$ cat config.mk
export PLATFORM = sky130hd
export DESIGN_NAME = ddr2_mig_bridge_flat
export DESIGN_NICKNAME = d
export VERILOG_FILES = /design/src/rtl/ddr2_bridge_pkg.sv /design/src/rtl/ddr2_mig_bridge_if.sv /design/src/rtl/ddr2_req_fifo.sv /design/src/rtl/ddr2_mig_bridge.sv /design/src/flat_wrapper.sv
export SDC_FILE = /design/constraint.sdc
export NUM_CORES = 1
export LEC_CHECK = 0
export CORE_MARGIN = 2
export CORE_UTILIZATION = 29
export DETAILED_ROUTE_END_ITERATION = 12
export GPL_ROUTABILITY_DRIVEN = 0
export GPL_TIMING_DRIVEN = 0
export HOLD_SLACK_MARGIN = 0.15
export PLACE_DENSITY = 0.49
export SYNTH_ARGS = -nofsm -noshare
export SYNTH_HDL_FRONTEND = slang
export SYNTH_HIERARCHICAL = 1
export SYNTH_SLANG_ARGS = --single-unit
$ cat constraint.sdc
create_clock -name clk -period 17.2 [get_ports clk]
set_input_delay 3.44 -clock clk [delete_from_list [all_inputs] [get_ports clk]]
set_output_delay 3.44 -clock clk [all_outputs]
set_load 0.005 [all_outputs]
$ cat src/rtl/ddr2_bridge_pkg.sv
// Shared types for the data-cache to MIG DDR2 bridge: widths, MIG command codes, FSM states,
// and the queued request record.
package ddr2_bridge_pkg;
   localparam int ADDR_W = 27;
   localparam int DATA_W = 128;

   localparam logic [2:0] MIG_CMD_WR = 3'b000;
   localparam logic [2:0] MIG_CMD_RD = 3'b001;

   typedef enum logic [1:0] {IDLE, WR, RD, RD_WAIT} state_e;

   typedef struct packed {
      logic              rd;
      logic [ADDR_W-1:0] addr;
      logic [DATA_W-1:0] data;
   } req_t;
endpackage

$ cat src/rtl/ddr2_mig_bridge_if.sv
// MIG user-interface command, write-data and read-return signals.
// master = bridge side, slave = MIG controller side.
interface ddr2_mig_bridge_if;
   import ddr2_bridge_pkg::*;

   logic [ADDR_W-1:0] app_addr;
   logic [2:0]        app_cmd;
   logic              app_en;
   logic              app_rdy;
   logic [DATA_W-1:0] app_wdf_data;
   logic              app_wdf_wren;
   logic              app_wdf_end;
   logic              app_wdf_rdy;
   logic [DATA_W-1:0] app_rd_data;
   logic              app_rd_data_valid;

   modport master (
      output app_addr, app_cmd, app_en, app_wdf_data, app_wdf_wren, app_wdf_end,
      input  app_rdy, app_wdf_rdy, app_rd_data, app_rd_data_valid
   );

   modport slave (
      input  app_addr, app_cmd, app_en, app_wdf_data, app_wdf_wren, app_wdf_end,
      output app_rdy, app_wdf_rdy, app_rd_data, app_rd_data_valid
   );
endinterface

$ cat src/rtl/ddr2_req_fifo.sv
// Synchronous request FIFO with combinational head; push is accepted when not full or when
// popping in the same cycle. DEPTH must be a power of two so the pointers wrap naturally.
module ddr2_req_fifo
   import ddr2_bridge_pkg::*;
#(
   parameter int DEPTH = 2
) (
   input  logic clk,
   input  logic rst,
   input  logic push,
   input  req_t push_dat,
   input  logic pop,
   output req_t head,
   output logic full,
   output logic empty
);
   localparam int PW = (DEPTH > 1) ? $clog2(DEPTH) : 1;

   req_t          mem_q [DEPTH];
   logic [PW-1:0] wr_ptr_q, rd_ptr_q;
   logic [PW:0]   cnt_q;
   logic          do_push, do_pop;

   assign full    = (cnt_q == (PW+1)'(DEPTH));
   assign empty   = (cnt_q == '0);
   assign do_pop  = pop & ~empty;
   assign do_push = push & (~full | do_pop);
   assign head    = mem_q[rd_ptr_q];

   always_ff @(posedge clk) begin
      if (do_push) mem_q[wr_ptr_q] <= push_dat;
   end

   always_ff @(posedge clk) begin
      if (rst) begin
         wr_ptr_q <= '0;
         rd_ptr_q <= '0;
         cnt_q    <= '0;
      end else begin
         if (do_push) wr_ptr_q <= wr_ptr_q + 1'b1;
         if (do_pop)  rd_ptr_q <= rd_ptr_q + 1'b1;
         case ({do_push, do_pop})
            2'b10:   cnt_q <= cnt_q + 1'b1;
            2'b01:   cnt_q <= cnt_q - 1'b1;
            default: cnt_q <= cnt_q;
         endcase
      end
   end
endmodule

$ cat src/rtl/ddr2_mig_bridge.sv
// Cache-to-MIG bridge: queues cache requests and issues them one at a time as MIG commands.
// Optional DDR2_BRIDGE_STATS_EN adds read/write/stall counters.
module ddr2_mig_bridge
   import ddr2_bridge_pkg::*;
#(
   parameter int FIFO_DEPTH = 2
) (
   input  logic              clk,
   input  logic              rst,
   input  logic              ddr2_enable,
   input  logic              ddr2_read,
   input  logic [ADDR_W-1:0] ddr2_addr,
   input  logic [DATA_W-1:0] to_ddr2_data,
   output logic              ddr2_available,
   output logic [DATA_W-1:0] ddr2_data,
   output logic              err_overflow,
   input  logic              init_calib_complete,
   ddr2_mig_bridge_if.master mig
`ifdef DDR2_BRIDGE_STATS_EN
   ,
   output logic [31:0]       stat_rd_cnt,
   output logic [31:0]       stat_wr_cnt,
   output logic [31:0]       stat_stall_cnt
`endif
);
   state_e            state_q, state_d;
   logic [ADDR_W-1:0] addr_q, addr_d;
   logic [2:0]        cmd_q, cmd_d;
   logic [DATA_W-1:0] wdata_q, wdata_d;
   logic              en_q, en_d;
   logic              wren_q, wren_d;
   logic [DATA_W-1:0] rdata_q, rdata_d;
   logic              avail_q, avail_d;
   logic              err_q, err_d;

   req_t push_req, head;
   logic full, empty, pop;

   assign push_req = '{rd: ddr2_read, addr: ddr2_addr, data: to_ddr2_data};

   ddr2_req_fifo #(.DEPTH(FIFO_DEPTH)) u_fifo (
      .clk      (clk),
      .rst      (rst),
      .push     (ddr2_enable),
      .push_dat (push_req),
      .pop      (pop),
      .head     (head),
      .full     (full),
      .empty    (empty)
   );

   always_comb begin
      state_d = state_q;
      addr_d  = addr_q;
      cmd_d   = cmd_q;
      wdata_d = wdata_q;
      en_d    = en_q;
      wren_d  = wren_q;
      rdata_d = rdata_q;
      avail_d = 1'b0;
      pop     = 1'b0;
      err_d   = err_q | (ddr2_enable & full & ~pop);
      case (state_q)
         IDLE: begin
            if (!empty && init_calib_complete) begin
               pop    = 1'b1;
               addr_d = head.addr;
               en_d   = 1'b1;
               if (head.rd) begin
                  cmd_d   = MIG_CMD_RD;
                  state_d = RD;
               end else begin
                  cmd_d   = MIG_CMD_WR;
                  wdata_d = head.data;
                  wren_d  = 1'b1;
                  state_d = WR;
               end
            end
         end
         WR: begin
            // Command and data handshakes complete independently, in either order.
            if (mig.app_rdy)     en_d   = 1'b0;
            if (mig.app_wdf_rdy) wren_d = 1'b0;
            if (!en_d && !wren_d) state_d = IDLE;
         end
         RD: begin
            if (mig.app_rdy) begin
               en_d = 1'b0;
               if (mig.app_rd_data_valid) begin
                  rdata_d = mig.app_rd_data;
                  avail_d = 1'b1;
                  state_d = IDLE;
               end else begin
                  state_d = RD_WAIT;
               end
            end
         end
         RD_WAIT: begin
            if (mig.app_rd_data_valid) begin
               rdata_d = mig.app_rd_data;
               avail_d = 1'b1;
               state_d = IDLE;
            end
         end
         default: state_d = IDLE;
      endcase
      // err_d is recomputed after pop is known for this cycle.
      err_d = err_q | (ddr2_enable & full & ~pop);
   end

   always_ff @(posedge clk) begin
      if (rst) begin
         state_q <= IDLE;
         addr_q  <= '0;
         cmd_q   <= MIG_CMD_RD;
         wdata_q <= '0;
         en_q    <= 1'b0;
         wren_q  <= 1'b0;
         rdata_q <= '0;
         avail_q <= 1'b0;
         err_q   <= 1'b0;
      end else begin
         state_q <= state_d;
         addr_q  <= addr_d;
         cmd_q   <= cmd_d;
         wdata_q <= wdata_d;
         en_q    <= en_d;
         wren_q  <= wren_d;
         rdata_q <= rdata_d;
         avail_q <= avail_d;
         err_q   <= err_d;
      end
   end

   assign mig.app_addr     = addr_q;
   assign mig.app_cmd      = cmd_q;
   assign mig.app_en       = en_q;
   assign mig.app_wdf_data = wdata_q;
   assign mig.app_wdf_wren = wren_q;
   assign mig.app_wdf_end  = wren_q;
   assign ddr2_available   = avail_q;
   assign ddr2_data        = rdata_q;
   assign err_overflow     = err_q;

`ifdef DDR2_BRIDGE_STATS_EN
   logic [31:0] rd_cnt_q, wr_cnt_q, stall_cnt_q;

   always_ff @(posedge clk) begin
      if (rst) begin
         rd_cnt_q    <= '0;
         wr_cnt_q    <= '0;
         stall_cnt_q <= '0;
      end else begin
         if (avail_d)                               rd_cnt_q    <= rd_cnt_q + 1'b1;
         if (state_q == WR && state_d == IDLE)      wr_cnt_q    <= wr_cnt_q + 1'b1;
         if (en_q && !mig.app_rdy)                  stall_cnt_q <= stall_cnt_q + 1'b1;
      end
   end

   assign stat_rd_cnt    = rd_cnt_q;
   assign stat_wr_cnt    = wr_cnt_q;
   assign stat_stall_cnt = stall_cnt_q;
`endif
endmodule

$ cat src/flat_wrapper.sv
// flat-port wrapper written by rule: the top's interface ports become plain ports
module ddr2_mig_bridge_flat import ddr2_bridge_pkg::*;
#(
   parameter int FIFO_DEPTH = 2
)
  (clk, rst, ddr2_enable, ddr2_read, ddr2_addr, to_ddr2_data, ddr2_available, ddr2_data, err_overflow, init_calib_complete, mig_app_addr, mig_app_cmd, mig_app_en, mig_app_wdf_data, mig_app_wdf_wren, mig_app_wdf_end, mig_app_rdy, mig_app_wdf_rdy, mig_app_rd_data, mig_app_rd_data_valid);
  ddr2_mig_bridge_if mig_i ();
  input  logic clk;
  input  logic rst;
  input  logic ddr2_enable;
  input  logic ddr2_read;
  input  logic [ADDR_W-1:0] ddr2_addr;
  input  logic [DATA_W-1:0] to_ddr2_data;
  output logic ddr2_available;
  output logic [DATA_W-1:0] ddr2_data;
  output logic err_overflow;
  input  logic init_calib_complete;
  output wire logic [$bits(mig_i.app_addr)-1:0] mig_app_addr;
  output wire logic [$bits(mig_i.app_cmd)-1:0] mig_app_cmd;
  output wire logic [$bits(mig_i.app_en)-1:0] mig_app_en;
  output wire logic [$bits(mig_i.app_wdf_data)-1:0] mig_app_wdf_data;
  output wire logic [$bits(mig_i.app_wdf_wren)-1:0] mig_app_wdf_wren;
  output wire logic [$bits(mig_i.app_wdf_end)-1:0] mig_app_wdf_end;
  input wire logic [$bits(mig_i.app_rdy)-1:0] mig_app_rdy;
  input wire logic [$bits(mig_i.app_wdf_rdy)-1:0] mig_app_wdf_rdy;
  input wire logic [$bits(mig_i.app_rd_data)-1:0] mig_app_rd_data;
  input wire logic [$bits(mig_i.app_rd_data_valid)-1:0] mig_app_rd_data_valid;
  assign mig_app_addr = mig_i.app_addr;
  assign mig_app_cmd = mig_i.app_cmd;
  assign mig_app_en = mig_i.app_en;
  assign mig_app_wdf_data = mig_i.app_wdf_data;
  assign mig_app_wdf_wren = mig_i.app_wdf_wren;
  assign mig_app_wdf_end = mig_i.app_wdf_end;
  assign mig_i.app_rdy = mig_app_rdy;
  assign mig_i.app_wdf_rdy = mig_app_wdf_rdy;
  assign mig_i.app_rd_data = mig_app_rd_data;
  assign mig_i.app_rd_data_valid = mig_app_rd_data_valid;
  ddr2_mig_bridge #(.FIFO_DEPTH(FIFO_DEPTH)) u_core (.clk(clk), .rst(rst), .ddr2_enable(ddr2_enable), .ddr2_read(ddr2_read), .ddr2_addr(ddr2_addr), .to_ddr2_data(to_ddr2_data), .ddr2_available(ddr2_available), .ddr2_data(ddr2_data), .err_overflow(err_overflow), .init_calib_complete(init_calib_complete), .mig(mig_i));
endmodule
==> impl_metrics.env <==
export IMPL_cap_violations=0
export IMPL_hp_class="reg2reg"
export IMPL_die_x_um=278
export IMPL_crit_required_ns=17.49
export IMPL_async_reset_ff_share_pct=0
export IMPL_synthToLayoutAreaGrowth_pct=44.5
export IMPL_setup_violations=0
export IMPL_syn_area_um2=21800
export IMPL_synth_cells=1800
export IMPL_wire_per_inst_um=19.9
export IMPL_power_density_nw_per_um2=121
export IMPL_clock_skew_ns=0.0275
export IMPL_synthFlopType="edfxtp_1"
export IMPL_min_period_ns=6.08
export IMPL_crit_start="init_calib_complete"
export IMPL_cts_buffers=71
export IMPL_cp_num_cells=9
export IMPL_ctsLongestPathBuffers=3
export IMPL_grt_pass1_vias=15777
export IMPL_wl_met3_mm=4.73
export IMPL_core_area_um2=74300
export IMPL_fin_crit_sh_pct=35.4
export IMPL_portBuffers=579
export IMPL_placed_area_um2=29000
export IMPL_dr_wl_met2_mm=34.4
export IMPL_grt_max_degree=28
export IMPL_worstMarginPinSlew_ns=1.15
export IMPL_cpPeakStageDelay_ns=0.57
export IMPL_critPathTopFamily="buffers and inverters"
export IMPL_yosysWarnings=6
export IMPL_path_common_cell="buf_12"
export IMPL_synth_seq_cells=607
export IMPL_crit_fanout=27
export IMPL_yosys_area_top_type="edfxtp_1"
export IMPL_synthTopCellsByArea="edfxtp_1, dfxtp_1, nand2_1"
export IMPL_synth_top_area_share_pct=43.0
export IMPL_cts_tree="done"
export IMPL_cts_htree_levels=3
export IMPL_routed_wl_mm=69.7
export IMPL_min_delay_start="u_core/mig.app_addr[18]"
export IMPL_dr_pass1_iters=5
export IMPL_hpwl_mm=51.2
export IMPL_clkTransAtPathRegs_ns=0.05
export IMPL_crit_chain="clkdlybuf4s50_1, nand3b_1, inv_1, clkbuf_1, o21ai_2, nor2_4, buf_12, buf_12, buf_12"
export IMPL_grt_antenna_before_repair=11
export IMPL_grt_pass1_wl_mm=102
export IMPL_fin_nets=2763
export IMPL_clock_sinks=607
export IMPL_r2r_cells=10
export IMPL_critPathSlowestCell="clkbuf_1"
export IMPL_clock_fmax_mhz=164
export IMPL_r2r_start="u_core/state_q[0]"
export IMPL_worstSetupStartpointType="input pin"
export IMPL_dr_total_vias=15550
export IMPL_drtIter0Drc=777
export IMPL_fin_cells=3497
export IMPL_critPathCaptureType="register"
export IMPL_hold_buffers=0
export IMPL_holdPathStages=2
export IMPL_drc=0
export IMPL_drv_slew=0
export IMPL_slew_headroom_pct=23.2
export IMPL_gr_total_overflow=0
export IMPL_root_buffer="clkbuf_16"
export IMPL_routed_via_density=4.45
export IMPL_clkLatencyLatePin_ns=0.61
export IMPL_fp_dieH_um=278
export IMPL_post_cts_buffers=0
export IMPL_io_pins=582
export IMPL_track_usage_pct=17.5
export IMPL_placedCellCount=3361
export IMPL_rsz0062_at_grt="false"
export IMPL_avgSynthCellArea_um2=12.1
export IMPL_critPathBufInv=6
export IMPL_drive_above_1_share_pct=14.5
export IMPL_ff2ff_setup_slack_ns=13.65
export IMPL_crit_end="u_core/u_fifo/mem_q[1][73]"
export IMPL_worstPathArrival_ns=6.37
export IMPL_hold_violations=0
export IMPL_start_util_pct=29.3
export IMPL_ant_nets=0
export IMPL_die_area_um2=77300
export IMPL_num_rows=100
export IMPL_cts_resized=0
export IMPL_whs_ns=0.452
export IMPL_synth_cell_type_count=36
export IMPL_status="finished clean"
export IMPL_synth_seq_area_share_pct=70.2
export IMPL_p_leak_nw=10.6
export IMPL_drt_met1_wl_mm=28.3
export IMPL_synth_edf_count=312
export IMPL_fin_area_um2=31400
export IMPL_r2r_end="u_core/u_fifo/mem_q[1][73]"
export IMPL_worst_setup_path_type="in2reg"
export IMPL_top_layer_used="met5"
export IMPL_max_vdd_ir_drop_uv=64.0
[per-layer routing]
metal,GRT usage [%],up-vias
met5,0,-
met4,6.51,14
met3,5.15,120
met2,29.9,423
met1,20.8,7474
li1,-,7519
[worst min-delay path, cell delays in order, from the launching register on]
cell and delay [ns]:
dfxtp_1 0.30, nand2_1 0.05, a21oi_1 0.05
[layout by cell type (no fill, tap or decap), types with 3 or more instances in the layout]
| cell type | netlist | layout |
|---|---|---|
| dfxtp_1 | 295 | 295 |
| buf_1 | 3 | 3 |
| buf_12 | 0 | 12 |
| clkbuf_8 | 0 | 8 |
| nor2_1 | 11 | 9 |
| nand2_1 | 570 | 570 |
| bufinv_16 | 0 | 6 |
| nand2b_1 | 3 | 3 |
| buf_4 | 29 | 29 |
| inv_1 | 9 | 9 |
| buf_2 | 33 | 33 |
| edfxtp_1 | 312 | 312 |
| o21ai_0 | 4 | 4 |
| clkdlybuf4s50_1 | 0 | 579 |
| diode_2 | 0 | 5 |
| nor3_1 | 3 | 3 |
| mux2_2 | 157 | 157 |
| buf_6 | 19 | 19 |
| clkbuf_1 | 30 | 49 |
| clkbuf_16 | 0 | 74 |
| clkinv_2 | 0 | 10 |
| ha_1 | 7 | 7 |
| a21oi_1 | 291 | 291 |
| nor2b_1 | 3 | 3 |
| clkinv_1 | 0 | 4 |
[kinds of logic (layout without fill, tap and decap cells)]
logic type | count (synthesis) | after routing | share of synthesized area (%)
compound gates | 302 | 302 | 7.05
xor+xnor | 2 | 2 | 0.0805
fa+ha+maj | 7 | 7 | 0.402
buf+inv | 124 | 846 | 3.48
flops | 607 | 607 | 70.2
mux | 159 | 159 | 8.24
other cells | 1 | 7 | 0.0172
simple gates | 598 | 598 | 10.5
[cells in the mapped netlist (2+ instances only)]
| cell | number |
|---|---|
| a31oi_1 | 2 |
| nor3_1 | 3 |
| edfxtp_1 | 312 |
| xor2_1 | 2 |
| buf_6 | 19 |
| nand2b_1 | 3 |
| a21oi_1 | 291 |
| mux2_2 | 157 |
| nor2b_1 | 3 |
| clkbuf_1 | 30 |
| buf_1 | 3 |
| dfxtp_1 | 295 |
| inv_1 | 9 |
| ha_1 | 7 |
| nor2_1 | 11 |
| buf_4 | 29 |
| buf_2 | 33 |
| nand2_1 | 570 |
| o21ai_0 | 4 |
[layout make-up]
class	instances	area, um2
Fill cell	7039	42900
Sequential cell	607	15300
Timing Repair Buffer	591	6040
Multi-Input combinational cell	1070	5750
Clock buffer	101	2030
Tap cell	969	1210
Buffer	114	721
Clock inverter	30	368
Inverter	10	37.5
Antenna cell	5	12.5
[through the flow]
stage	setup WS [ns]	power (W)	utilization [%]	setup TNS (ns)
5_1_grt	10.91	0.00396	42.3	0
6_report	11.12	0.00379	42.3	0
3_3_place_gp	-0.492	0.00230	38.7	-137.10
3_5_place_dp	10.46	0.00230	39.1	0
4_1_cts	11.10	0.00385	42.3	0
2_1_floorplan	5.89	0.00200	-	0
[worst min path at each step]
| stage | slack (ns) | to |
|---|---|---|
| after floorplan | 0.45 | u_core/ddr2_data[0] |
| after global placement | 0.44 | u_core/mig.app_wdf_data[63] |
| after detailed placement | 0.45 | u_core/mig.app_wdf_data[43] |
| after CTS | 0.45 | u_core/mig.app_wdf_data[105] |
| after global routing | 0.47 | u_core/mig.app_wdf_data[101] |
| final | 0.45 | u_core/mig.app_addr[18] |
[state kept, by name, indices dropped and copies added, names as in the netlist, named ones only]
name,count
u_core/mig.app_wdf_end,1
u_core/ddr2_data,128
u_core/ddr2_available,1
u_core/u_fifo/mem_q,312
u_core/err_overflow,1
u_core/mig.app_cmd,1
u_core/mig.app_addr,27
u_core/mig.app_wdf_data,128
u_core/state_q,2
u_core/u_fifo/rd_ptr_q,1
u_core/u_fifo/cnt_q,2
u_core/mig.app_en,1
u_core/u_fifo/wr_ptr_q,1
[where the power goes]
part	switching, W	internal [W]
clock	0.000605	0.000923
combinational	0.000286	0.000288
sequential	0.0000459	0.00164
total	0.000937	0.00285
Power figures use the tool's default switching activity.
